File: src/rtl/clock_clk.sv
// Time-of-day clock: prescaler to a 1 Hz tick feeding cascaded sec/min/hour counters plus heartbeat LED.
// Latency: all outputs update on the same edge the prescaler wraps; carries ripple within that edge.
// Backpressure: none; free-running whenever rst is high, no stall or enable inputs.
//
// Ports:
//   clk  - system clock, rising edge
//   rst  - synchronous active-low reset
//   sec  - seconds 0..59
//   min  - minutes 0..59
//   hour - hours 0..23 (default) or 1..12 when CLOCK_CLK_12H_EN is defined
//   led  - heartbeat, inverts on every seconds tick
//
// Build option: define CLOCK_CLK_12H_EN for 12-hour display (12,1,..,11), reset value 12.
module clock_clk #(
  parameter int CLK_FREQ = 50_000_000
) (
  input  logic       clk,
  input  logic       rst,
  output logic [5:0] sec,
  output logic [5:0] min,
  output logic [4:0] hour,
  output logic       led
);

  localparam int             DW      = $clog2(CLK_FREQ);
  localparam logic [DW-1:0]  DIV_MAX = DW'(CLK_FREQ - 1);

`ifdef CLOCK_CLK_12H_EN
  localparam logic [4:0] HOUR_RST = 5'd12;
`else
  localparam logic [4:0] HOUR_RST = 5'd0;
`endif

  logic [DW-1:0] div_cnt;
  logic          tick;
  logic          sec_wrap;
  logic          min_wrap;
  logic [4:0]    hour_next;

  assign tick = (div_cnt == DIV_MAX);

  // >= rather than == so a corrupted counter still wraps on its next increment.
  assign sec_wrap = (sec >= 6'd59);
  assign min_wrap = (min >= 6'd59);

`ifdef CLOCK_CLK_12H_EN
  // 12 is the top of the cycle; 0 or out-of-range values fall through to 1.
  assign hour_next = (hour >= 5'd12) ? 5'd1 : hour + 5'd1;
`else
  assign hour_next = (hour >= 5'd23) ? 5'd0 : hour + 5'd1;
`endif

  always_ff @(posedge clk) begin
    if (!rst) begin
      div_cnt <= '0;
      sec     <= 6'd0;
      min     <= 6'd0;
      hour    <= HOUR_RST;
      led     <= 1'b0;
    end else begin
      div_cnt <= tick ? '0 : div_cnt + DW'(1);
      if (tick) begin
        led <= ~led;
        sec <= sec_wrap ? 6'd0 : sec + 6'd1;
        // Carries are decoded from current values so a full rollover lands on one edge.
        if (sec_wrap) begin
          min <= min_wrap ? 6'd0 : min + 6'd1;
          if (min_wrap) begin
            hour <= hour_next;
          end
        end
      end
    end
  end

endmodule

File: config.mk
export PLATFORM = sky130hd
export DESIGN_NAME = clock_clk
export DESIGN_NICKNAME = d
export VERILOG_FILES = /design/src/rtl/clock_clk.sv
export SDC_FILE = /design/constraint.sdc
export NUM_CORES = 1
export LEC_CHECK = 0
export BUFFER_PORTS_ARGS = -buffer_cell sky130_fd_sc_hd__buf_2
export CORE_MARGIN = 4
export CORE_UTILIZATION = 57
export DETAILED_ROUTE_END_ITERATION = 16
export MAX_ROUTING_LAYER = met4
export PLACE_DENSITY = 0.77
export SLEW_MARGIN = 25
export SYNTH_ARGS = -nofsm -noshare
export SYNTH_HDL_FRONTEND = slang
export SYNTH_SLANG_ARGS = --single-unit
File: constraint.sdc
create_clock -name clk -period 3.9 [get_ports clk]
set_input_delay 0 -clock clk [delete_from_list [all_inputs] [get_ports clk]]
set_output_delay 0 -clock clk [all_outputs]
set_load 0.02 [all_outputs]
==> results.md, run 1 <==
* Average size of a mapped cell at ~8.6 sq um
* Wire length per cell at 13.3 microns
* CTS max path bufs at 2
* DRC at 0
* Worst Path Required at 4.06 ns
* Vias per cell at around 5.7
* Max cap viols at 0
* RSZ-0062 raised after global routing: no
* Setup ws final at ~1.4 ns
* Switching Fraction at 0.230
* Hold Fails Final Rpt at 0
* Die Wd at 69.0 microns
* Share of layout cells above drive strength 1 at 0.133
* Cts hold-fix bufs at 1
* CP startpoint kind: register
* Commonest non-fill, non-tap cell in the layout: dfxtp_1
* P_leak at 0.836 nW
* Register area share after synthesis at 0.415
* Slew Viols, Final at 0
* H-tree levels at 2
* # setup viols final at 0
* PD cells at 322 nW/um^2
* Starting DRT DRC Count at 80
* Antenna fix cells at 0
* Final period util at 0.629
* Critical Path End Type: register
* Initial Util at 0.612
* TNS Setup at 0 ns
* Unique masters post-synth at 37
* Post-Syn Instances at between 200 and 250
* Gpl congestion at about 0.82
* Layout Skew at between 0.008 and 0.009 ns
* Area grow syn2layout at 10.8%
* Fin util at 0.678
* CTS root buf: clkbuf_8
* Crit path time final at between 2 and 2.5 ns
* Post-synthesis sequential element count at between 40 and 50
* Worst-Skew Late Latency at around 0.30 ns
* Syn nets at 253
* Max VDD drop at approximately 0.24 mV
* Num rows at 21
* Worst slew margin at 0.403
* Ranking of synthesized cells by area: dfxtp_1, nor2_1, xor2_1
* Via count at between 1500 and 2000
* Flop pwr share at 0.603
* Initial antenna violation count at 0
* Gate power share at 0.022
* GR Overflow Total at 0
* Synth async-reset ratio at 0
* Status: finished clean
* Fmax at approximately 400 MHz
* Crit-path max FO at 25
* Post-Route WL at approximately 4200 microns
* Vias in the first global route at about 1500
* NetSw at about 0.17 mW
* Drt first pass iters at 4
* CTS Sinks at 44
* Yosys top cell area share at 0.415
* Post-cts sizing count at 0
* Buffer count from post-CTS setup fixing at 0
* R2R cell count at 6
* Worst hold path depth at 1
* Most frequent cells in the layout: dfxtp_1, nor2_1, nand2_1
* Total CTS buffers at 5
* Core area at roughly 3500 sq um
* Pint at around 0.58 mW
* Area of the die at 4760 sq um
* Number of enable flip-flop cells after synthesis at 0
* Filler cell count at slightly above 300
* Syn. warnings at 0
* Clock transition at the registers of the reported paths at about 0.080 ns
* I/O Buffers at 19
* Post-route ant nets at 0
* TritonCTS clock tree: yes
* Total track usage at 0.192
* First-pass GRT wire length at 7330 microns
* Setup WS pre-CTS at approximately 1.4 ns
* Crit path kind: reg2reg
* Clk pwr share at 0.375
* HPWL Detailed at between 2000 and 3000 microns
* Mapped cell area at roughly 2100 sq um
* Worst-margin pin slew at 0.887 ns
* Nets at between 200 and 300
* Die height at between 60 and 70 microns
* Ys flop type: dfxtp_1
* I/O pin cnt at 20
* CP Data Arrival Time at 2.61 ns
* Largest net degree at the start of global routing at 26
* Cell taking the most area after synthesis: dfxtp_1
* Hold Crit Class: reg2reg
==> power by group through the flow <==
stage | Combinational, mW | Clock, mW | Sequential [mW]
after floorplan | 0.0112 | 0 | 0.467
final | 0.0166 | 0.284 | 0.456
after detailed placement | 0.0161 | 0 | 0.467
after global routing | 0.0192 | 0.312 | 0.457
after global placement | 0.0166 | 0 | 0.467
after CTS | 0.0170 | 0.290 | 0.456
==> final cells by class <==
cell class                 count  area, sq um  area share
clock inverter                 3         18.8     0.00798
sequential                    44          881       0.374
multi-input combinational    196         1210       0.514
tap                           46         57.6      0.0245
inverter                       3         11.3     0.00479
timing repair buffer          20          105      0.0447
clock buffer                   5         68.8      0.0293
==> logic make-up after synthesis <==
group / after synthesis / share of synthesized area
AOI/OAI and AO/OA: 35 / 0.0967
xor gates and xnor gates: 25 / 0.103
adders and majority gates: 5 / 0.0283
buffers and inverters: 7 / 0.0147
DFF: 44 / 0.415
and+or+nand+nor: 131 / 0.342
==> through the flow <==
stage	area [sq um]	power (mW)	hold WS (ns)	cells
after CTS	2350	0.763	0.470	317
final	2350	0.757	0.464	317
after global placement	2250	0.483	0.290	308
after floorplan	2120	0.479	0.142	247
after detailed placement	2250	0.483	0.295	308
after global routing	2350	0.789	0.500	317
==> synth_stat cells, drive strengths merged, types with 2 or more instances <==
cell,count
dfxtp,44
nor2,41
nand2,20
nand3,19
xor2,16
a21oi,13
nand4,11
and3,9
o21ai,9
xnor2,9
nor4,8
a31oi,6
and2,5
or3,5
buf,4
ha,4
inv,3
or3b,3
a211oi,2
and4,2
nor3,2
o21a,2
or4,2
or4b,2
==> routing by layer <==
metal  wire [microns]  part of all wire  track usage
met1             2170              0.52        0.267
met2             1820              0.43        0.261
met3              165             0.039       0.0567
met4               48             0.011       0.0694
met5                0                 0            -
==> final timing paths <==
path	startpoint	to	slack, ns
setup / recovery	div_cnt[0]	div_cnt[9]	1.45
hold / removal	div_cnt[0]	div_cnt[0]	0.46
setup reg to reg	div_cnt[0]	div_cnt[9]	1.45
hold reg to reg	div_cnt[0]	div_cnt[0]	0.46
==> sequential cells by signal (all words and copies together) (netlist names) <==
signal / count
div_cnt: 26
sec: 6
min: 6
led: 1
hour: 5
==> worst max-delay path, cell delays in order, from the launching register on <==
cell and delay (ns):
dfxtp_1 0.38, ha_1 0.22, nand3_1 0.24, nor4_2 0.34, nand4_1 0.33, nand2_1 0.69
nor2_1 0.11
No activity file was read; power rests on OpenSTA's default activity.
==> run 2: changes to the inputs <==
Settings changed: CORE_UTILIZATION 57 to 52, PLACE_DENSITY 0.77 to 0.74.
Clock period 3.9 ns to 2.01 ns, I/O delays scaled along.
==> results.md, run 2 (synthesis gave the netlist of run 1 again) <==
* Status: finished clean
* Wire length per cell at roughly 13 microns
* CP startpoint kind: register
* I/O Buffers at 19
* CTS root buf: clkbuf_8
* RSZ-0062 raised after global routing: yes
* CTS Sinks at 44
* PD cells at 573 nW/um^2
* P_leak at between 0.9 and 1 nW
* Vias in the first global route at approximately 1700
* # setup viols final at 0
* Max cap viols at 0
* Commonest non-fill, non-tap cell in the layout: dfxtp_1
* Crit-path max FO at 5
* Most flop-heavy register: div_cnt
* Worst Path Required at 2.24 ns
* Fmax at ~500 MHz
* CP Cell Sequence: or4_4, nor4_4, nand3_4, or4_1, a21oi_1
* WHS at 0.479 ns
* DRC at 0
* Crit path kind: reg2reg
* Crit path buffers/inverters at 0
* Area of the die at roughly 5200 sq um
* Gpl congestion at ~0.77
* Core area at approximately 3800 sq um
* Die Wd at between 70 and 80 microns
* TNS Setup at 0 ns
* Flop pwr share at 0.594
* CTS max path bufs at 2
* Hold Fails Final Rpt at 0
* Slew Viols, Final at 0
* Clock transition at the registers of the reported paths at 0.08 ns
* I/O pin cnt at 20
* Slowest stage cell on the critical path: or4_4
* Nets at 304
* Hold Crit Class: reg2reg
* First-pass GRT wire length at approximately 7700 microns
* Gate power share at 0.027
* Worst slew margin at 0.645
* Largest net degree at the start of global routing at 26
* Post-Route WL at between 4000 and 5000 microns
* Drt first pass iters at 4
* Placed instance area at 2430 sq um
* Switching Fraction at 0.213
* Total CTS buffers at 5
* Layout Skew at approximately 0.0083 ns
* Final period util at 0.993
* Worst-Skew Late Latency at around 0.3 ns
* Top cell family by delay on the critical path: simple AND/OR/NAND/NOR gates
* Crit path time final at about 2.0 ns
* Largest register FFs at 26
* HPWL Detailed at 3280 microns
* Vias per cell at between 5 and 6
* Initial Util at 0.559
* CP Data Arrival Time at 2.22 ns
* Num rows at 22
* Critical Path End Type: register
* Max VDD drop at between 0.4 and 0.5 mV
* Antenna fix cells at 0
* Total power at 1.49 mW
* NetSw at approximately 0.32 mW
* Total track usage at 0.190
* Post-route ant nets at 0
* Post-route design area at 2600 sq um
* CP peak stage delay at about 0.53 ns
* Clk pwr share at 0.379
* Die height at 71.9 microns
* Pint at about 1.2 mW
* TritonCTS clock tree: yes
* Filler cell count at ~340
* GR Overflow Total at 0
* Worst-margin pin slew at between 0.5 and 0.6 ns
* Initial antenna violation count at 0
* Biggest regs: div_cnt x26, min x6, sec x6
* H-tree levels at 2
* Area grow syn2layout at 22.6%
* Most frequent cells in the layout: dfxtp_1, nor2_1, buf_4
* Starting DRT DRC Count at 90
* Via count at about 1900
* Share of layout cells above drive strength 1 at 0.221
-- run 2: repair_timing --
action / CTS / global route
endpoints found under the setup margin: 1 / 38
endpoints found under the hold margin: 1 / 0
hold buffers: 1 / 0
pin swaps: 1 / 4
gates cloned: 0 / 0
buffers inserted: 0 / 6
resized for setup: 0 / 5
-- run 2: per-layer routing --
layer | vias up | GRT usage | part of all wire | routed length, microns
met5 | - | - | 0 | 0
met2 | 44 | 0.278 | 0.43 | 1970
li1 | 990 | - | - | -
met1 | 901 | 0.261 | 0.51 | 2350
met3 | 7 | 0.0477 | 0.046 | 211
met4 | 0 | 0.0543 | 0.011 | 49
-- run 2: path summary, 6_finish.rpt --
check                    end  slack, ns  cells after the start         from
setup / recovery      min[5]       0.01                      5  div_cnt[24]
hold / removal    div_cnt[0]       0.48                      1   div_cnt[0]
setup reg to reg      min[5]       0.01                      5  div_cnt[24]
hold reg to reg   div_cnt[0]       0.48                      1   div_cnt[0]
-- run 2: stage by stage --
stage	setup WS (ns)	util	std cells
after floorplan	0.0204	-	247
final	0.0132	0.685	347
after CTS	0.0102	0.667	341
after global routing	-0.0601	0.685	347
after detailed placement	0.0194	0.641	332
after global placement	0.0711	0.641	332
-- run 2: cell type report --
| class | count | area, sq um | share of cell area |
|---|---|---|---|
| sequential | 44 | 882 | 0.339 |
| tap | 48 | 60.1 | 0.0231 |
| timing repair buffer | 48 | 328 | 0.126 |
| clock buffer | 8 | 90.1 | 0.0346 |
| inverter | 3 | 11.3 | 0.00433 |
| multi-input combinational | 196 | 1230 | 0.473 |
-- run 2: power by group through the flow --
stage / Clock, mW / Sequential (mW) / Combinational (mW)
after floorplan: 0 / 0.907 / 0.0218
after global placement: 0 / 0.906 / 0.0380
after detailed placement: 0 / 0.906 / 0.0380
after CTS: 0.580 / 0.886 / 0.0398
after global routing: 0.616 / 0.888 / 0.0432
final: 0.565 / 0.886 / 0.0399
==> run 3: changes to the inputs <==
Settings changed: MAX_ROUTING_LAYER met4 to not set, PLACE_DENSITY 0.74 to not set, PLACE_DENSITY_LB_ADDON set to 0.3.
==> results.md, run 3 (synthesis gave the netlist of run 1 again) <==
* Largest register FFs at 26
* Crit path kind: reg2reg
* Layout Skew at approximately 0.0065 ns
* HPWL Detailed at between 3000 and 4000 microns
* CP Cell Sequence: or4_4, nor4_4, nand3_4, or4b_1, a21oi_1
* Hold Fails Final Rpt at 0
* WHS Endpoint: hour[1]
* Share of layout cells above drive strength 1 at 0.214
* Commonest non-fill, non-tap cell in the layout: dfxtp_1
* First-pass GRT wire length at about 7800 microns
* # setup viols final at 0
* Crit path buffers/inverters at 0
* Vias per cell at about 5.6
* Initial antenna violation count at 0
* Placed instance area at 2450 sq um
* Fmax at around 500 MHz
* Slowest stage cell on the critical path: or4_4
* PD cells at approximately 600 nW/um^2
* Fin util at 0.677
* Die height at roughly 72 microns
* Reg-to-reg setup timing slack at between 0.002 and 0.0025 ns
* R2R cell count at 5
* CP startpoint kind: register
* Initial Util at 0.559
* Area grow syn2layout at 21.1%
* Final period util at 0.999
* Crit-path max FO at 8
* P_leak at a little under 1 nW
* Die Wd at between 70 and 80 microns
* DRC at 0
* Via count at 1919
* TritonCTS clock tree: yes
* Most flop-heavy register: div_cnt
* Num rows at 22
* Post-route ant nets at 0
* GR Overflow Total at 0
* I/O Buffers at 19
* Crit path time final at 2.01 ns
* Hold Crit Class: reg2reg
* Worst hold path depth at 2
* Worst Path Required at 2.24 ns
* Top cell family by delay on the critical path: simple AND/OR/NAND/NOR gates
* Buffer count from post-CTS setup fixing at 0
* Wire length per cell at 13.7 microns
* Worst slew margin at 0.657
* Finished Layout Cells at 343
* Worst-Skew Late Latency at ~0.30 ns
* Starting DRT DRC Count at 118
* CTS max path bufs at 2
* WHS at 0.481 ns
* Crit Reg-Reg Endpoint: min[2]
* Vias in the first global route at between 1500 and 2000
* Worst-margin pin slew at just over 0.5 ns
* Antenna fix cells at 0
* I/O pin cnt at 20
* Area of the die at 5170 sq um
* Clock transition at the registers of the reported paths at around 0.08 ns
* Core area at between 3000 and 4000 sq um
* Biggest regs: div_cnt x26, min x6, sec x6
* Post-Route WL at 4690 microns
* CTS Sinks at between 40 and 50
* Total CTS buffers at 5
* Total track usage at 0.189
* H-tree levels at 2
* Reg-to-reg startpoint: div_cnt[24]
* Post-route design area at 2570 sq um
* Slew Viols, Final at 0
* CP peak stage delay at between 0.5 and 0.6 ns
* Drt first pass iters at 4
* CTS root buf: clkbuf_8
* Nets at 300
* Total placed cells including tap cells at 334
* Most frequent cells in the layout: dfxtp_1, nor2_1, buf_4
* Largest net degree at the start of global routing at 25
* RSZ-0062 raised after global routing: yes
* Max cap viols at 0
* Critical Path End Type: register
* CP Data Arrival Time at about 2.2 ns
* Status: finished clean
* HP Start: hour[1]
* Gpl congestion at 0.797
* Max VDD drop at between 0.3 and 0.4 mV
## run 3: changes by cell type in the layout (fill, tap and decap cells not counted)
cell | before | now
nor4_4 | 3 | 2
buf_4 | 27 | 23
nor4_2 | 2 | 4
nor4_1 | 3 | 2
## run 3: timing repair
item | CTS | global route
pin swaps | 0 | 2
hold buffers | 1 | 0
resized for setup | 2 | 3
endpoints found under the setup margin | 3 | 36
endpoints found under the hold margin | 1 | 0
## run 3: final cells by class
class | count | area, sq um
fillers | 316 | 1230
well taps | 48 | 60.1
repair buffers | 44 | 298
inverters | 3 | 11.3
multi-input cells | 196 | 1230
flip-flops and latches | 44 | 882
clock buffers | 8 | 90.1
## run 3: worst max-delay path by stage
stage                         to  cells past startpoint         from
final                     min[2]                      5  div_cnt[24]
after global routing      min[5]                      5  div_cnt[24]
after CTS                 min[2]                      5  div_cnt[24]
after detailed placement  min[2]                      5  div_cnt[24]
after global placement    min[5]                      5  div_cnt[24]
after floorplan           sec[2]                      6   div_cnt[0]
## run 3: report_power, final
part           switching (mW)  leakage, nW  internal (mW)
Sequential            0.00792        0.356          0.878
Clock                   0.296       0.0455          0.281
Combinational          0.0254        0.560         0.0169
## run 3: through the flow
stage               TNS (ns)  power [mW]  worst slack [ns]
floorplan                  0       0.929            0.0204
global placement           0       0.945            0.0482
detailed placement         0       0.946          0.000756
CTS                 -0.00164        1.51          -0.00164
global route          -0.126        1.56           -0.0662
finish                     0        1.50           0.00229
## run 3: metal layers
metal  vias to the layer above  part of all wire  GRT usage
li1                        984                 -          -
met1                       889              0.48      0.244
met2                        37              0.45      0.302
met3                         9             0.042     0.0477
met4                         0             0.018     0.0731
met5                         -                 0          0
## run 3: worst min-delay path: cells and delay by family, from the launching register on
| kind | cells | cell delay (ns) |
|---|---|---|
| DFF | 1 | 0.33 |
| AOI/OAI and AO/OA | 1 | 0.05 |
| and+or+nand+nor | 1 | 0.06 |
